==> config.mk <==
export PLATFORM = sky130hd
export DESIGN_NAME = float_div_seq
export DESIGN_NICKNAME = d
export VERILOG_FILES = /design/src/rtl/float_div_seq.sv
export SDC_FILE = /design/constraint.sdc
export NUM_CORES = 1
export LEC_CHECK = 0
export CORE_ASPECT_RATIO = 1.5
export CORE_MARGIN = 3
export CORE_UTILIZATION = 40
export DETAILED_ROUTE_END_ITERATION = 6
export DONT_BUFFER_PORTS = 1
export PLACE_DENSITY = 0.51
export SLEW_MARGIN = 20
export SYNTH_ARGS = -nofsm -noshare
export SYNTH_HDL_FRONTEND = slang
export SYNTH_SLANG_ARGS = --single-unit
==> constraint.sdc <==
create_clock -name clk -period 8.6 [get_ports clk]
set_input_delay 2.15 -clock clk [delete_from_list [all_inputs] [get_ports clk]]
set_output_delay 2.15 -clock clk [all_outputs]
set_load 0.005 [all_outputs]
==> src/rtl/float_div_seq.sv <==
// float_div_seq: sequential IEEE-754 single-precision divider S = A / B.
// Restoring division at one quotient bit per clock, round-to-nearest-even.
// Ports:
//   clk, rst (async, active-high)
//   start        request, sampled only while idle
//   A, B         dividend / divisor, captured on an accepted start
//   S            quotient, valid from done until replaced
//   overflow     result rounded past max finite, S = +/-inf
//   underflow    result below min normal, S = +/-0
//   div_by_zero  finite nonzero divided by zero
//   busy         operation in flight
//   done         one-cycle pulse, S and flags valid
module float_div_seq #(
   parameter logic [31:0] NAN_CODE = 32'h7FC00000
) (
   input  logic        clk,
   input  logic        rst,
   input  logic        start,
   input  logic [31:0] A,
   input  logic [31:0] B,
   output logic [31:0] S,
   output logic        overflow,
   output logic        underflow,
   output logic        div_by_zero,
   output logic        busy,
   output logic        done
);

   typedef enum logic [2:0] {
      IDLE, SPEC, CALC, RND, DONE
   } state_t;

   state_t state_q, state_d;

   logic [31:0] a_q, a_d;
   logic [31:0] b_q, b_d;
   logic [31:0] s_q, s_d;
   logic [25:0] rem_q, rem_d;
   logic [25:0] quo_q, quo_d;
   logic [4:0]  cnt_q, cnt_d;
   logic signed [9:0] exp_q, exp_d;
   logic        sign_q, sign_d;
   logic        ovf_q, ovf_d;
   logic        unf_q, unf_d;
   logic        dbz_q, dbz_d;

   // operand classification (denormals read as zero)
   logic [7:0]  ea, eb;
   logic [22:0] fa, fb;
   logic        a_zero, a_inf, a_nan;
   logic        b_zero, b_inf, b_nan;
   logic        res_sign, special;
   logic [31:0] spec_s;
   logic        spec_dbz;

   assign ea = a_q[30:23];
   assign eb = b_q[30:23];
   assign fa = a_q[22:0];
   assign fb = b_q[22:0];

   assign a_zero = (ea == 8'h00);
   assign b_zero = (eb == 8'h00);
   assign a_inf  = (ea == 8'hFF) && (fa == 23'd0);
   assign b_inf  = (eb == 8'hFF) && (fb == 23'd0);
   assign a_nan  = (ea == 8'hFF) && (fa != 23'd0);
   assign b_nan  = (eb == 8'hFF) && (fb != 23'd0);

   assign res_sign = a_q[31] ^ b_q[31];
   assign special  = a_zero | a_inf | a_nan |
                     b_zero | b_inf | b_nan;

   always_comb begin
      spec_s   = {res_sign, 31'd0};
      spec_dbz = 1'b0;
      if (a_nan || b_nan || (a_zero && b_zero) ||
          (a_inf && b_inf)) begin
         spec_s = NAN_CODE;
      end else if (a_inf) begin
         spec_s = {res_sign, 8'hFF, 23'd0};
      end else if (b_inf || a_zero) begin
         spec_s = {res_sign, 31'd0};
      end else if (b_zero) begin
         spec_s   = {res_sign, 8'hFF, 23'd0};
         spec_dbz = 1'b1;
      end
   end

   // restoring step
   logic [25:0] mb;
   logic [25:0] diff;
   logic        ge;

   assign mb   = {2'b00, 1'b1, fb};
   assign ge   = (rem_q >= mb);
   assign diff = rem_q - mb;

   // normalise and round; quo_q[25] has weight 2^0
   logic signed [9:0] e1, e2;
   logic [23:0] sig;
   logic [24:0] sum;
   logic        guard, sticky, rup;
   logic [22:0] mant;
   logic [31:0] rnd_s;
   logic        rnd_ovf, rnd_unf;

   always_comb begin
      if (quo_q[25]) begin
         sig    = quo_q[25:2];
         guard  = quo_q[1];
         sticky = quo_q[0] | (rem_q != 26'd0);
         e1     = exp_q;
      end else begin
         sig    = quo_q[24:1];
         guard  = quo_q[0];
         sticky = (rem_q != 26'd0);
         e1     = exp_q - 10'sd1;
      end
      rup = guard & (sticky | sig[0]);
      sum = {1'b0, sig} + {24'd0, rup};
      // carry out of the significand bumps the exponent
      if (sum[24]) begin
         mant = sum[23:1];
         e2   = e1 + 10'sd1;
      end else begin
         mant = sum[22:0];
         e2   = e1;
      end
      rnd_ovf = 1'b0;
      rnd_unf = 1'b0;
      if (e2 >= 10'sd255) begin
         rnd_s   = {sign_q, 8'hFF, 23'd0};
         rnd_ovf = 1'b1;
      end else if (e2 <= 10'sd0) begin
         rnd_s   = {sign_q, 31'd0};
         rnd_unf = 1'b1;
      end else begin
         rnd_s = {sign_q, e2[7:0], mant};
      end
   end

   // state register and datapath flops
   always_ff @(posedge clk or posedge rst) begin
      if (rst) begin
         state_q <= IDLE;
         a_q     <= '0;
         b_q     <= '0;
         s_q     <= '0;
         rem_q   <= '0;
         quo_q   <= '0;
         cnt_q   <= '0;
         exp_q   <= '0;
         sign_q  <= 1'b0;
         ovf_q   <= 1'b0;
         unf_q   <= 1'b0;
         dbz_q   <= 1'b0;
      end else begin
         state_q <= state_d;
         a_q     <= a_d;
         b_q     <= b_d;
         s_q     <= s_d;
         rem_q   <= rem_d;
         quo_q   <= quo_d;
         cnt_q   <= cnt_d;
         exp_q   <= exp_d;
         sign_q  <= sign_d;
         ovf_q   <= ovf_d;
         unf_q   <= unf_d;
         dbz_q   <= dbz_d;
      end
   end

   // next-state logic
   always_comb begin
      state_d = state_q;
      case (state_q)
         IDLE: if (start) state_d = SPEC;
         SPEC: state_d = special ? DONE : CALC;
         CALC: if (cnt_q == 5'd25) state_d = RND;
         RND:  state_d = DONE;
         DONE: state_d = IDLE;
         default: state_d = IDLE;
      endcase
   end

   // datapath updates
   always_comb begin
      a_d    = a_q;
      b_d    = b_q;
      s_d    = s_q;
      rem_d  = rem_q;
      quo_d  = quo_q;
      cnt_d  = cnt_q;
      exp_d  = exp_q;
      sign_d = sign_q;
      ovf_d  = ovf_q;
      unf_d  = unf_q;
      dbz_d  = dbz_q;
      case (state_q)
         IDLE: begin
            if (start) begin
               a_d   = A;
               b_d   = B;
               ovf_d = 1'b0;
               unf_d = 1'b0;
               dbz_d = 1'b0;
            end
         end
         SPEC: begin
            sign_d = res_sign;
            exp_d  = $signed({2'b00, ea}) -
                     $signed({2'b00, eb}) + 10'sd127;
            rem_d  = {2'b00, 1'b1, fa};
            quo_d  = '0;
            cnt_d  = '0;
            if (special) begin
               s_d   = spec_s;
               dbz_d = spec_dbz;
            end
         end
         CALC: begin
            quo_d = {quo_q[24:0], ge};
            rem_d = ge ? {diff[24:0], 1'b0}
                       : {rem_q[24:0], 1'b0};
            cnt_d = cnt_q + 5'd1;
         end
         RND: begin
            s_d   = rnd_s;
            ovf_d = rnd_ovf;
            unf_d = rnd_unf;
         end
         default: ;
      endcase
   end

   // outputs
   always_comb begin
      busy = (state_q != IDLE);
      done = (state_q == DONE);
   end

   assign S           = s_q;
   assign overflow    = ovf_q;
   assign underflow   = unf_q;
   assign div_by_zero = dbz_q;

endmodule

==> results of run 1 <==
[final cells by class]
cell class | count | area, µm²
Inverter | 57 | 219
Tap cell | 328 | 410
Clock buffer | 22 | 484
Sequential cell | 170 | 4260
Timing Repair Buffer | 11 | 82.6
Multi-Input combinational cell | 919 | 5680
Fill cell | 2612 | 14200
Clock inverter | 10 | 116
[worst paths after layout]
check	start	end	slack [ps]	depth (start not counted)
setup / recovery	quo_q[25]	S[1]	4250	12
hold / removal	cnt_q[4]	cnt_q[4]	490	1
setup reg to reg	quo_q[25]	S[1]	4250	12
hold reg to reg	cnt_q[4]	cnt_q[4]	490	1
max in group asynchronous	rst	quo_q[25]	5320	2
min in group asynchronous	rst	a_q[7]	1780	1
[flip-flops by register name, indices dropped and copies added, names as in the netlist, 3 cells and up]
name     count
cnt_q        5
b_q         32
a_q         32
rem_q       26
state_q      3
exp_q       10
S           32
quo_q       26
[cell usage in the layout, fill, tap and decap left out, types with 3 or more instances in the layout]
cell type	Yosys	routed
a211o_1	3	3
a211oi_1	12	12
a21o_1	9	9
a21oi_1	59	59
a22o_1	37	37
a311oi_1	3	3
a31oi_1	16	16
and2_1	8	7
and3_1	10	10
and4_1	5	5
buf_4	2	11
clkbuf_16	0	17
clkbuf_8	0	4
clkinv_2	0	3
dfrtp_1	170	169
ha_1	37	37
inv_1	57	56
mux2_2	6	6
mux2i_1	25	25
nand2_1	237	237
nand2b_1	15	15
nand3_1	31	31
nand4_1	22	22
nor2_1	65	63
nor2b_1	12	12
nor3_1	12	12
nor4_1	24	24
o211ai_1	20	20
o21a_1	5	5
o21ai_0	77	77
o21ai_1	32	32
o21bai_1	6	6
o22a_1	6	6
o31ai_1	4	4
o41ai_1	3	3
or3_1	7	7
xnor2_1	45	45
xor2_1	30	30
[critical path, delay by kind of cell, from the launching register on]
family / cells / cell delay [ps]
XOR/XNOR: 1 / 210
flip-flops: 1 / 530
adder cells (fa/ha/maj): 1 / 270
AO/OA/AOI/OAI: 6 / 2000
AND/OR/NAND/NOR: 4 / 1260
[report_power, final]
part | leakage (nW) | switching, mW | internal, mW
Combinational | 2.36 | 1.56 | 1.07
Sequential | 2.17 | 0.358 | 1.11
Clock | 0.292 | 0.332 | 0.459
Total | 4.83 | 2.25 | 2.63
[metal layers]
layer | part of all wire (%) | track usage, % | vias to the layer above
met1 | 41 | 23.5 | 4104
met4 | 2.4 | 7.10 | 0
met2 | 54 | 38.9 | 143
met3 | 2.6 | 2.76 | 35
met5 | 0 | 0 | -
li1 | - | - | 4197
[kinds of logic after synthesis]
logic type / after synthesis
mux: 32
buf+inv: 132
xor+xnor: 76
simple gates: 463
compound gates: 309
fa+ha+maj: 39
flops: 170
==> impl_metrics.py, run 1 <==
metrics = {
    "timing": {
        "min_period_ps": 4350,
        "holdWs_ps": 488,
        "setup_viol": 0,
        "clock.fmax_mhz": 230,
        "max-slew-margin-rel_pct": 31.5,
        "tns_ps": 0,
        "rsz0062_at_grt": "no",
        "tightest_slew_ps": 1020,
        "fin_worst_skew_ps": 10.5,
        "slew_violations": 0,
        "finalWorstSetupSlack_ps": 4250,
        "hold_violations": 0,
        "min_period_over_period_pct": 50.6,
    },
    "placement": {
        "port_buffers": 0,
        "place_inst": 1485,
        "post-place-ws_ps": 4210,
        "dp_hpwl_mm": 21.4,
        "gp_congestion": 0.842,
        "placed_area_um2": 10600,
    },
    "critical_path": {
        "critPathSlowestCell": "a21oi_1",
        "crit_type": "reg -> reg",
        "slowest_delay_ps": 720,
        "cp_max_fo": 17,
        "startpoint_type": "flip-flop",
        "path_cells": "nand2b_1 -> a21oi_1 -> ha_1 -> nand3_1 -> nor3b_4 -> nand3_1 -> a211oi_1 -> xor2_1 -> o31ai_1 -> a211o_1 -> a21oi_1 -> a22o_1",
        "crit_required_ps": 8960,
        "crit_arrival_ps": 4710,
        "end_kind": "flip-flop",
    },
    "clock_tree": {
        "cts_sinks": 170,
        "numCtsBuffers": 17,
        "cts_setup_buffers": 0,
        "holdBufCountCts": 0,
        "clk_path_buf_depth": 2,
        "insertion_delay_ps": 440,
        "cts_tree": "yes",
        "cts.htree.levels": 4,
        "cts.clk_slew.worst_paths_ps": 70,
        "cts.repair.resized": 0,
        "cts-root-buf": "clkbuf_16",
    },
    "floorplan": {
        "die-height_um": 204,
        "io_pins": 104,
        "start_util_pct": 41.2,
        "core_area_um2": 25400,
        "rows": 71,
        "die_area_um2": 28200,
        "fp.dieW_um": 138,
    },
    "yosys": {
        "synth-compound-area-share_pct": 19.0,
        "synth_fa_ha_area_share_pct": 4.81,
        "avgSynthCellArea_um2": 8.56,
        "synth_edf_count": 0,
        "synth_xor_area_share_pct": 6.50,
        "yosys.area.top_type": "dfrtp_1",
        "synthTopCellsByArea": "dfrtp_1, nand2_1, ha_1, xnor2_1, o21ai_0",
        "synth_mux_area_share_pct": 3.15,
        "ys_seq_elements": 170,
        "post-synth-top-count-cell": "nand2_1",
        "synth_nets": 1327,
        "synth_top_family_by_area": "simple AND/OR/NAND/NOR gates",
        "syn_inst": 1221,
        "synth_top_area_share_pct": 40.7,
        "ys_seq_area_share_pct": 40.7,
        "synthTopCellsByCount": "nand2_1, dfrtp_1, o21ai_0",
        "ys.flop_type": "dfrtp_1",
        "yosys.area_share.simple_pct": 20.8,
        "synth.distinct_cells": 70,
        "synth-async-reset-ratio_pct": 100,
        "syn_area_um2": 10500,
        "ys_warn_count": 0,
    },
    "final_layout": {
        "area_growth_pct": 7.55,
        "design_area_um2": 11200,
        "antenna_cells": 0,
        "utilization_pct": 44.3,
        "final_nets": 1282,
        "drive_gt1_share_pct": 5.47,
        "final_cell_count_no_fill": 1517,
    },
    "global_routing": {
        "grtUsageTotal_pct": 20.5,
        "grt_start_max_net_pins": 102,
        "antenna_found_initial": 0,
        "overflow": 0,
        "grt_pass1_vias": 8546,
        "grt_pass1_wl_mm": 46.5,
    },
    "run": {
        "max-cap-violations": 0,
    },
    "detailed_routing": {
        "drtIter0Drc": 566,
        "viasPerCell": 5.59,
        "drtAntennaViolNets": 0,
        "wl_mm": 28.8,
        "post-route-drc-count": 0,
        "num_vias": 8479,
        "firstDrtPassIters": 7,
        "wl_per_cell_um": 19.0,
    },
    "pwr": {
        "p_per_area_nw_per_um2": 435,
        "power.static_leakage_nw": 4.83,
        "total_power_mw": 4.89,
        "vdd_drop_max_mv": 0.175,
    },
    "min_path": {
        "holdCritPathClass": "reg -> reg",
    },
    "run_status": {
        "outcome": "finished, final reports clean",
    },
}
No activity file was read; power rests on OpenSTA's default activity.
==> inputs of run 2 (changes only) <==
==> constraint.sdc (replaced) <==
create_clock -name clk -period 4.2 [get_ports clk]
set_input_delay 1.05 -clock clk [delete_from_list [all_inputs] [get_ports clk]]
set_output_delay 1.05 -clock clk [all_outputs]
set_load 0.005 [all_outputs]
==> run 2 against run 1 <==
- setup slack got worse by 3800 ps
- combinational power rose by 110%
- hold slack improved by 2.1 ps
- first-iteration DRC count fell by 13%
- global-route usage rose by 0.20 points
- routed wire length rose by 0.15%
- register-to-register slack got worse by 3800 ps
- power rose by 100%
- highest routed layer unchanged
- flip-flop and latch count did not move
- fmax rose by 15%
- largest power group unchanged
==> impl_metrics.py, run 2 (synthesized netlist as in run 1, its figures left out) <==
metrics = {
    "final_layout": {
        "area_growth_pct": 8.58,
        "design_area_um2": 11400,
        "nFillCells": 2581,
        "antenna_cells": 0,
        "final_common_cell": "nand2_1",
        "drive_gt1_share_pct": 6.34,
        "final_cell_mix": "nand2_1, dfrtp_1, o21ai_0",
        "utilization_pct": 44.7,
        "final_nets": 1293,
    },
    "clock_tree": {
        "holdBufCountCts": 0,
        "clk_path_buf_depth": 2,
        "cts_sinks": 170,
        "numCtsBuffers": 17,
        "cts.htree.levels": 4,
        "cts_tree": "yes",
        "cts-root-buf": "clkbuf_16",
        "insertion_delay_ps": 440,
        "cts.clk_slew.worst_paths_ps": 70,
    },
    "timing": {
        "min_period_over_period_pct": 89.9,
        "clock.fmax_mhz": 265,
        "fin_worst_skew_ps": 10.3,
        "min_period_ps": 3780,
        "max-slew-margin-rel_pct": 40.8,
        "setup_viol": 0,
        "hold_violations": 0,
        "tns_ps": 0,
        "rsz0062_at_grt": "no",
        "slew_violations": 0,
        "finalWorstSetupSlack_ps": 424,
        "tightest_slew_ps": 885,
    },
    "critical_path": {
        "path_cells": "inv_1 -> ha_1 -> mux2i_1 -> ha_1 -> xnor2_1 -> a21oi_1 -> a211o_1 -> a2111oi_0 -> a21oi_1 -> nor3b_1 -> a211o_2 -> a21oi_1 -> buf_4 -> a22o_1",
        "crit_arrival_ps": 4090,
        "r2r_cells": 14,
        "crit_type": "reg -> reg",
        "cp_max_fo": 13,
        "reg2reg_slack_ps": 420,
        "r2r-end": "S[7]",
        "startpoint_type": "flip-flop",
        "end_kind": "flip-flop",
        "crit_required_ps": 4520,
        "crit_top_cell": "a21oi_1",
        "worst-path-buf-inv": 2,
        "path_delay_family": "compound AO/OA/AOI/OAI gates",
        "slowest_delay_ps": 520,
        "critPathSlowestCell": "dfrtp_1",
        "reg2reg_from": "exp_q[0]",
    },
    "pwr": {
        "seq_power_share_pct": 30.0,
        "power.share.switching_pct": 46.2,
        "p_int_mw": 5.38,
        "power_frac_comb_pct": 54.1,
        "power.static_leakage_nw": 4.88,
        "p_per_area_nw_per_um2": 881,
        "vdd_drop_max_mv": 0.371,
        "netSwitchingPower_mw": 4.62,
        "clockPowerShare_pct": 15.9,
        "total_power_mw": 10.0,
    },
    "run_status": {
        "outcome": "finished, final reports clean",
    },
    "floorplan": {
        "start_util_pct": 41.2,
        "die-height_um": 204,
        "fp.dieW_um": 138,
        "io_pins": 104,
        "die_area_um2": 28200,
        "core_area_um2": 25400,
        "rows": 71,
    },
    "min_path": {
        "holdCritPathClass": "reg -> reg",
        "min_from": "sign_q",
        "hold_depth": 2,
        "whs_endpoint": "sign_q",
    },
    "detailed_routing": {
        "num_vias": 8537,
        "drtAntennaViolNets": 0,
        "firstDrtPassIters": 5,
        "wl_per_cell_um": 18.9,
        "viasPerCell": 5.59,
        "drtIter0Drc": 491,
        "post-route-drc-count": 0,
        "wl_mm": 28.9,
    },
    "global_routing": {
        "grt_pass1_vias": 8669,
        "grt_start_max_net_pins": 58,
        "grt_util_met3_pct": 3.18,
        "grt_pass1_wl_mm": 46.7,
        "met1_usage_pct": 22.9,
        "met2_usage_pct": 39.6,
        "top_usage_layer": "met2",
        "antenna_found_initial": 0,
        "overflow": 0,
        "grtUsageTotal_pct": 20.7,
    },
    "placement": {
        "placed_area_um2": 10800,
        "post-place-ws_ps": 300,
        "dp_hpwl_mm": 21.9,
        "gp_congestion": 0.869,
        "port_buffers": 0,
    },
    "run": {
        "max-cap-violations": 0,
    },
}
[run 2: cell count changes in the layout (fill, tap and decap cells not counted)]
cell,previous run,this run
clkinv_2,3,1
buf_4,11,19
inv_6,2,4
nor2_4,0,1
a211o_1,3,2
clkbuf_8,4,1
buf_12,0,3
a211o_2,0,1
clkinvlp_4,2,4
nor2_2,2,1
[run 2: worst max path at each step]
stage,depth (start not counted),endpoint,from
floorplan,19,S[24],quo_q[25]
global placement,13,S[9],exp_q[0]
detailed placement,13,S[7],exp_q[0]
CTS,13,S[7],exp_q[0]
global route,13,S[9],exp_q[0]
finish,14,S[7],exp_q[0]
[run 2: worst register-to-register path: stages (launching register included)]
cell and delay, ps:
dfrtp_1 520, inv_1 110, ha_1 320, mux2i_1 250, ha_1 360, xnor2_1 170, a21oi_1 60, a211o_1 280
a2111oi_0 410, a21oi_1 120, nor3b_1 290, a211o_2 340, a21oi_1 70, buf_4 190, a22o_1 190
[run 2: area by class of cell]
| cell class | instances | area (µm²) | area share [%] |
|---|---|---|---|
| Tap cell | 328 | 410 | 3.62 |
| Clock buffer | 19 | 443 | 3.90 |
| Sequential cell | 170 | 4260 | 37.5 |
| Clock inverter | 12 | 140 | 1.23 |
| Inverter | 57 | 218 | 1.92 |
| Timing Repair Buffer | 22 | 203 | 1.79 |
| Multi-Input combinational cell | 919 | 5680 | 50.1 |
[run 2: per-layer routing]
metal	share of wire (%)	wire length (µm)	vias up
li1	-	-	4218
met1	40	11500	4108
met2	54	15700	171
met3	2.7	784	40
met4	3.1	892	0
met5	0	0	-
[run 2: repair_timing]
| item | CTS | global route |
|---|---|---|
| resized for setup | 0 | 1 |
| setup buffers | 0 | 0 |
| endpoints found under the setup margin | 0 | 11 |
[run 2: through the flow]
stage	hold WS [ps]	instances
after floorplan	450	1221
after CTS	499	1527
final	490	1527
after detailed placement	484	1496
after global routing	531	1527
after global placement	469	1496
[run 2: power groups by stage]
stage / clock network [mW] / logic (mW) / registers, mW
floorplan: 0 / 4.41 / 2.68
CTS: 1.63 / 5.46 / 3.01
detailed placement: 0 / 5.43 / 3.04
finish: 1.59 / 5.41 / 3.00
global placement: 0 / 5.39 / 3.02
global route: 1.69 / 6.17 / 3.10
